==> src/rtl/draw_msg_box.sv <==
// Text-banner overlay for the VGA pipeline: COLS x ROWS scaled 8x16 glyphs, shown and hidden on frame ticks.
// Optional blink is built when MSG_BOX_BLINK_EN is defined.
module draw_msg_box #(
  parameter int          X_POS        = 288,
  parameter int          Y_POS        = 208,
  parameter int          COLS         = 7,
  parameter int          ROWS         = 1,
  parameter int          SCALE_LOG2   = 2,
  parameter int          FONT_LAT     = 1,
  parameter int          HOLD_FRAMES  = 0,
  parameter int          BLINK_FRAMES = 30,
  parameter logic [11:0] COLOR_BG     = 12'hbdf,
  parameter logic [11:0] COLOR_FG     = 12'hb1f
) (
  input  logic        pclk,
  input  logic        rst,
  input  logic [10:0] hcount_in,
  input  logic        hsync_in,
  input  logic        hblnk_in,
  input  logic [10:0] vcount_in,
  input  logic        vsync_in,
  input  logic        vblnk_in,
  input  logic [11:0] rgb_in,
  input  logic        show_req,
  input  logic        hide_req,
  input  logic [7:0]  char_pixels,
  output logic [10:0] hcount_out,
  output logic        hsync_out,
  output logic        hblnk_out,
  output logic [10:0] vcount_out,
  output logic        vsync_out,
  output logic        vblnk_out,
  output logic [11:0] rgb_out,
  output logic [7:0]  char_yx,
  output logic [3:0]  char_line,
  output logic        visible,
  output logic        timeout
);
  localparam int D     = FONT_LAT + 1;
  localparam int BOX_W = COLS * (8 << SCALE_LOG2);
  localparam int BOX_H = ROWS * (16 << SCALE_LOG2);
  localparam int FW    = (HOLD_FRAMES > 0) ? $clog2(HOLD_FRAMES + 1) : 1;

  typedef struct packed {
    logic [10:0] hc;
    logic        hs;
    logic        hb;
    logic [10:0] vc;
    logic        vs;
    logic        vb;
    logic [11:0] rgb;
    logic [2:0]  gx;
    logic        hit;
  } pix_t;

`ifdef MSG_BOX_BLINK_EN
  localparam int BW = (BLINK_FRAMES > 1) ? $clog2(BLINK_FRAMES + 1) : 1;
  typedef enum logic [1:0] {HIDDEN, SHOWN_ON, SHOWN_OFF} state_t;
  logic [BW-1:0] blink_cnt;
`else
  typedef enum logic [1:0] {HIDDEN, SHOWN_ON} state_t;
`endif

  state_t        state;
  logic [FW-1:0] frame_cnt;
  logic          vblnk_prev, show_pend, hide_pend;
  logic          tick, show_any, hide_any, draw_on, lit;
  logic [10:0]   dx, dy;
  pix_t          cur, last;
  pix_t          pipe [1:D];

  assign dx = hcount_in - 11'(X_POS);
  assign dy = vcount_in - 11'(Y_POS);

  always_comb begin
    cur.hc  = hcount_in;
    cur.hs  = hsync_in;
    cur.hb  = hblnk_in;
    cur.vc  = vcount_in;
    cur.vs  = vsync_in;
    cur.vb  = vblnk_in;
    cur.rgb = rgb_in;
    cur.gx  = 3'(dx >> SCALE_LOG2);
    cur.hit = ({1'b0, hcount_in} >= 12'(X_POS)) && ({1'b0, hcount_in} < 12'(X_POS + BOX_W)) &&
              ({1'b0, vcount_in} >= 12'(Y_POS)) && ({1'b0, vcount_in} < 12'(Y_POS + BOX_H));
  end

  // The last delay stage lines up with char_pixels returned for the same pixel.
  assign last    = pipe[D];
  assign lit     = char_pixels[3'd7 - last.gx];
  assign draw_on = (state == SHOWN_ON);

  always_ff @(posedge pclk) begin
    if (!rst) begin
      for (int i = 1; i <= D; i++) pipe[i] <= '0;
      char_yx <= '0; char_line <= '0;
      hcount_out <= '0; hsync_out <= 1'b0; hblnk_out <= 1'b0;
      vcount_out <= '0; vsync_out <= 1'b0; vblnk_out <= 1'b0;
      rgb_out <= '0;
    end else begin
      pipe[1] <= cur;
      for (int i = 2; i <= D; i++) pipe[i] <= pipe[i-1];
      char_yx   <= {4'(dy >> (4 + SCALE_LOG2)), 4'(dx >> (3 + SCALE_LOG2))};
      char_line <= 4'(dy >> SCALE_LOG2);
      hcount_out <= last.hc; hsync_out <= last.hs; hblnk_out <= last.hb;
      vcount_out <= last.vc; vsync_out <= last.vs; vblnk_out <= last.vb;
      if (last.hb || last.vb)      rgb_out <= '0;
      else if (draw_on && last.hit) rgb_out <= lit ? COLOR_FG : COLOR_BG;
      else                          rgb_out <= last.rgb;
    end
  end

  assign tick     = vblnk_in & ~vblnk_prev;
  assign show_any = show_pend | show_req;
  assign hide_any = hide_pend | hide_req;

  // State only moves on the frame tick so the box never tears mid-frame.
  always_ff @(posedge pclk) begin
    if (!rst) begin
      state <= HIDDEN; visible <= 1'b0; timeout <= 1'b0;
      vblnk_prev <= 1'b0; show_pend <= 1'b0; hide_pend <= 1'b0;
      frame_cnt <= '0;
`ifdef MSG_BOX_BLINK_EN
      blink_cnt <= '0;
`endif
    end else begin
      vblnk_prev <= vblnk_in;
      timeout    <= 1'b0;
      if (tick) begin
        show_pend <= 1'b0;
        hide_pend <= 1'b0;
        if (hide_any) begin
          state <= HIDDEN; visible <= 1'b0;
        end else if (show_any) begin
          state <= SHOWN_ON; visible <= 1'b1; frame_cnt <= '0;
`ifdef MSG_BOX_BLINK_EN
          blink_cnt <= '0;
`endif
        end else if (state != HIDDEN) begin
          if (HOLD_FRAMES > 0 && frame_cnt == FW'(HOLD_FRAMES - 1)) begin
            state <= HIDDEN; visible <= 1'b0; timeout <= 1'b1;
          end else begin
            if (frame_cnt != '1) frame_cnt <= frame_cnt + 1'b1;
`ifdef MSG_BOX_BLINK_EN
            if (blink_cnt == BW'(BLINK_FRAMES - 1)) begin
              blink_cnt <= '0;
              state <= (state == SHOWN_ON) ? SHOWN_OFF : SHOWN_ON;
            end else begin
              blink_cnt <= blink_cnt + 1'b1;
            end
`endif
          end
        end
      end else begin
        show_pend <= show_pend | show_req;
        hide_pend <= hide_pend | hide_req;
      end
    end
  end
endmodule
==> config.mk <==
export PLATFORM = sky130hd
export DESIGN_NAME = draw_msg_box
export DESIGN_NICKNAME = d
export VERILOG_FILES = /design/src/rtl/draw_msg_box.sv
export SDC_FILE = /design/constraint.sdc
export NUM_CORES = 1
export LEC_CHECK = 0
export CORE_MARGIN = 5
export CORE_UTILIZATION = 30
export DETAILED_ROUTE_END_ITERATION = 8
export PLACE_DENSITY = 0.57
export SLEW_MARGIN = 15
export SYNTH_ARGS = -nofsm -noshare
export SYNTH_HDL_FRONTEND = slang
export SYNTH_SLANG_ARGS = --single-unit
export TNS_END_PERCENT = 1
==> constraint.sdc <==
create_clock -name pclk -period 2.1 [get_ports pclk]
set_input_delay 0.42 -clock pclk [delete_from_list [all_inputs] [get_ports pclk]]
set_output_delay 0.42 -clock pclk [all_outputs]
set_load 0.05 [all_outputs]
==> impl_summary.md <==
CTS
Counting along the longest clock path gives a buffer depth of 2. TritonCTS built the clock tree. The post-CTS setup repair buffer count is 0.

The clock reaches the later pin of the worst-skew pair after 0.40 ns. The clock drives around 130 sinks. The master cell of the clock root buffer is clkbuf_16. In this run, post-CTS hold repair placed 0 buffers.

The H-tree generated during clock tree synthesis spans 4 levels. After clock tree synthesis, the clock-pin slew on the worst setup and hold paths is approximately 0.05 ns. The number of buffers added by the clock tree synthesis step is 17.

Floorplanning
In this run the horizontal extent of the chip is 122 um. The initial core utilization is 30.3%. The area of the die is 0.0150 mm2. The die height is around 120 um.

The core area is ~0.013 mm2. For this design the top-level I/O count stands at slightly above 100. The floorplan has 41 rows.

Pwr
The switching part of the total is a little over a fifth. The internal power of the cells is 4.81 mW. The ratio of total power to cell area is 1090 mW/mm2. The proportion of power drawn by flip-flops and latches is 42.3%. The largest voltage drop on the vdd net is 0.000367 V. The static leakage is roughly 2.3 nW.

The clock network is responsible for around 50% of the overall power. The proportion of power drawn by combinational gates is about 7.5%. The final total power is 6.11 mW. Summed over all nets, the switching power comes to 1.30 mW.

Yosys
The synthesized instance count is about 320. The yosys synthesis warning count is 0. The number of nets handed over by synthesis was roughly 380. The average cell area after synthesis is 11.7 um2. Counting flops and latches in the post-synthesis netlist gives 129. The number of different library cells used by synthesis comes to 32. In this run the cell area of the synthesized design comes to about 0.0038 mm2.

Sequential elements use just under 70% of the synthesized area.

Drt
The pre-antenna-repair detailed-routing pass consisted of 4 iterations. The via density per instance is between 3 and 4. The routed layout has roughly 2400 vias. The violation count after the first detailed-routing iteration is 141. The final layout contains routed wiring with a total length of between 7000 and 8000 um. In this run the remaining antenna-violating nets after routing total 0. The detail-routed net length per standard cell is between 10 and 15 um. The number of remaining DRC errors is 0.

Layout
The area added between synthesis and finish is 47.4%. Of the cells placed in the final design, the portion with a size suffix greater than 1 is about a tenth. Leaving out fill and tap cells, the most frequent cells in the layout are 129 x dfxtp_1, 99 x and2_1, 97 x clkdlybuf4s50_1. 0 antenna diodes ended up in the layout. At the end of the flow, the number of nets in the layout was roughly 480. Leaving out fill and tap cells, the most frequent cell in the layout is dfxtp_1. The area used by multi-input combinational logic is 0.00110 mm2. The area used by sequential logic in the layout is approximately 0.0026 mm2. The layout filler cell count is 1211.

STA
The final critical path takes up 93.6% of the cycle. The setup total negative slack is 0 ns. At the pin with the least slew margin, the transition time is 0.550 ns. The time the final worst path needs with I/O delays and setup is about 2 ns. The count of endpoints failing setup in the final report is 0. Static timing analysis puts the maximum clock frequency at between 500 and 600 MHz. The number of pins exceeding their max-slew limit in the final report is 0. In this run the tightest slew margin relative to its limit is about 63%. The number of hold violations in the final report is 0. Setup repair after global routing left no endpoint under its margin. The post-route clock skew is between 0.009 and 0.01 ns.

Setup path
Of all nets on the critical path, the largest fanout is 1. The minimum setup slack among reg-to-reg paths is between 0.5 and 0.6 ns. The first element of the critical path is rgb_out[10]. Measured in cells, the most critical reg-to-reg path has a length of 3. The largest single stage delay on the critical path is between 0.8 and 0.9 ns. At the worst endpoint, the arrival time is between 1.5 and 2 ns. Grouping stages by cell kind, the critical path spends the most delay in buffers and inverters. The element type at the critical path end is an output port. The endpoint of the worst register-to-register path is rgb_out[6]. The critical path is of the flop to output port type. Counting both buffers and inverters, the worst setup path holds a total of 1.

In this run the critical register-to-register path is launched from pipe[2][33]. Among all stages on the critical path, the largest delay is contributed by clkdlybuf4s50_1. The kind of start point of the critical path is a flop. The data required time at the worst endpoint is 1.68 ns.

Traced cell by cell, the critical path runs through clkdlybuf4s50_1.

Global routing
The pin count of the biggest net entering global routing is 75. The initial antenna violation count came to 0. The global-route wire length before repair is approximately 12000 um. The number of global-route vias before repair is approximately 2500. After global routing the overflow that remains totals 0. Global routing used between 10% and 20% of the available tracks across all layers.

Outcome
The flow ran to the end, and the final reports show no timing, DRC or antenna violations.

Placement
Buffers placed on the I/O ports in this run total 100. After legalization and detailed placement, the total HPWL measured ~5300 um. The final RePlAce weighted congestion is between 0.8 and 0.9.

Job
The max-capacitance violation count is 0.

Min path
The count of cells along the worst hold path is 1. The critical hold path startpoint is pipe[2][40]. The worst min-delay path class is flop to flop. The worst hold path endpoint is hcount_out[9].
-- worst max-delay path by stage --
stage,depth (start not counted),to,slack [ns]
floorplan,4,rgb_out[6],0.66
detailed placement,4,pipe[1][0],0.14
CTS,1,visible,0.01
global placement,4,pipe[1][0],0.21
global route,1,char_line[1],0.07
finish,1,rgb_out[10],0.13
-- synthesized netlist by cell type (all sizes together) --
cell    instances  area (um2)
nor3            1        5.00
nor2b           2        20.0
nand3b          1        7.51
or3             1        6.26
dfxtp         129        2580
nand3           4        20.0
mux4            1        22.5
nand2           5        18.8
conb            1        3.75
inv             5        18.8
o21ai           2        10.0
nor3b           2        15.0
a21oi           1        5.00
o41ai           3        26.3
o221a           1        11.3
a221oi          1        8.76
nand2b          1        6.26
clkbuf         12        45.0
and3            3        18.8
nor4            3        18.8
o211a           1        10.0
ha              3        37.5
and2          100         627
buf             5        41.3
xor2            3        26.3
xnor2           2        17.5
o21a            8        60.1
mux2i           2        20.0
nor2           21        78.8
-- area by class of cell --
type	instances	area share (%)
flip-flops and latches	129	46.2
multi-input cells	173	19.7
repair buffers	105	18.5
clock buffers	19	8.11
well taps	172	3.85
clock inverters	12	3.25
inverters	5	0.336
-- layer usage --
layer | vias up | GRT usage, % | wire, um
li1 | 1231 | - | -
met1 | 1090 | 11.4 | 3190
met3 | 11 | 3.18 | 335
met2 | 58 | 17.4 | 3730
met5 | - | 0 | 0
met4 | 0 | 6.86 | 126
-- flip-flops by register name, summed over array words and instances, names as in the netlist --
signal      flops
pipe           76
rgb_out        12
hcount_out     11
vcount_out     11
char_yx         8
char_line       4
hblnk_out       1
hide_pend       1
hsync_out       1
show_pend       1
vblnk_out       1
visible         1
vsync_out       1
-- repair_timing --
item	in CTS	in global routing
setup endpoints to repair	0	1
hold endpoints to repair	0	0
gates resized for setup	0	1
-- cells by family after synthesis --
logic type | synth area share, %
AOI/OAI and AO/OA | 3.47
xor gates and xnor gates | 1.16
adders and majority gates | 0.991
buffers and inverters | 2.77
DFF | 68.2
muxes | 1.12
other | 0.0990
and+or+nand+nor | 22.2
-- through the flow --
step / cell area [um2] / util [%] / hold slack, ns / setup slack (ns) / std cells
2_1_floorplan: 3790 / - / 0.412 / 0.665 / 324
3_3_place_gp: 4950 / 39.5 / 0.414 / 0.209 / 584
3_5_place_dp: 4950 / 39.5 / 0.417 / 0.136 / 584
4_1_cts: 5580 / 44.6 / 0.429 / 0.0141 / 615
5_1_grt: 5590 / 44.6 / 0.435 / 0.0723 / 615
6_report: 5590 / 44.6 / 0.427 / 0.134 / 615
-- worst register-to-register path, stage by stage, from the launching register on --
cell and delay (ns):
dfxtp_1 0.41, mux4_2 0.53, nor2b_4 0.14, o41ai_1 0.34
-- power groups by stage --
stage	Combinational, mW	Clock, mW	Sequential (mW)
after floorplan	0.137	0	2.75
after global placement	0.457	0	2.63
after detailed placement	0.462	0	2.64
after CTS	0.463	3.16	2.58
after global routing	0.491	3.27	2.59
final	0.456	3.07	2.58
Power figures use the tool's default switching activity.
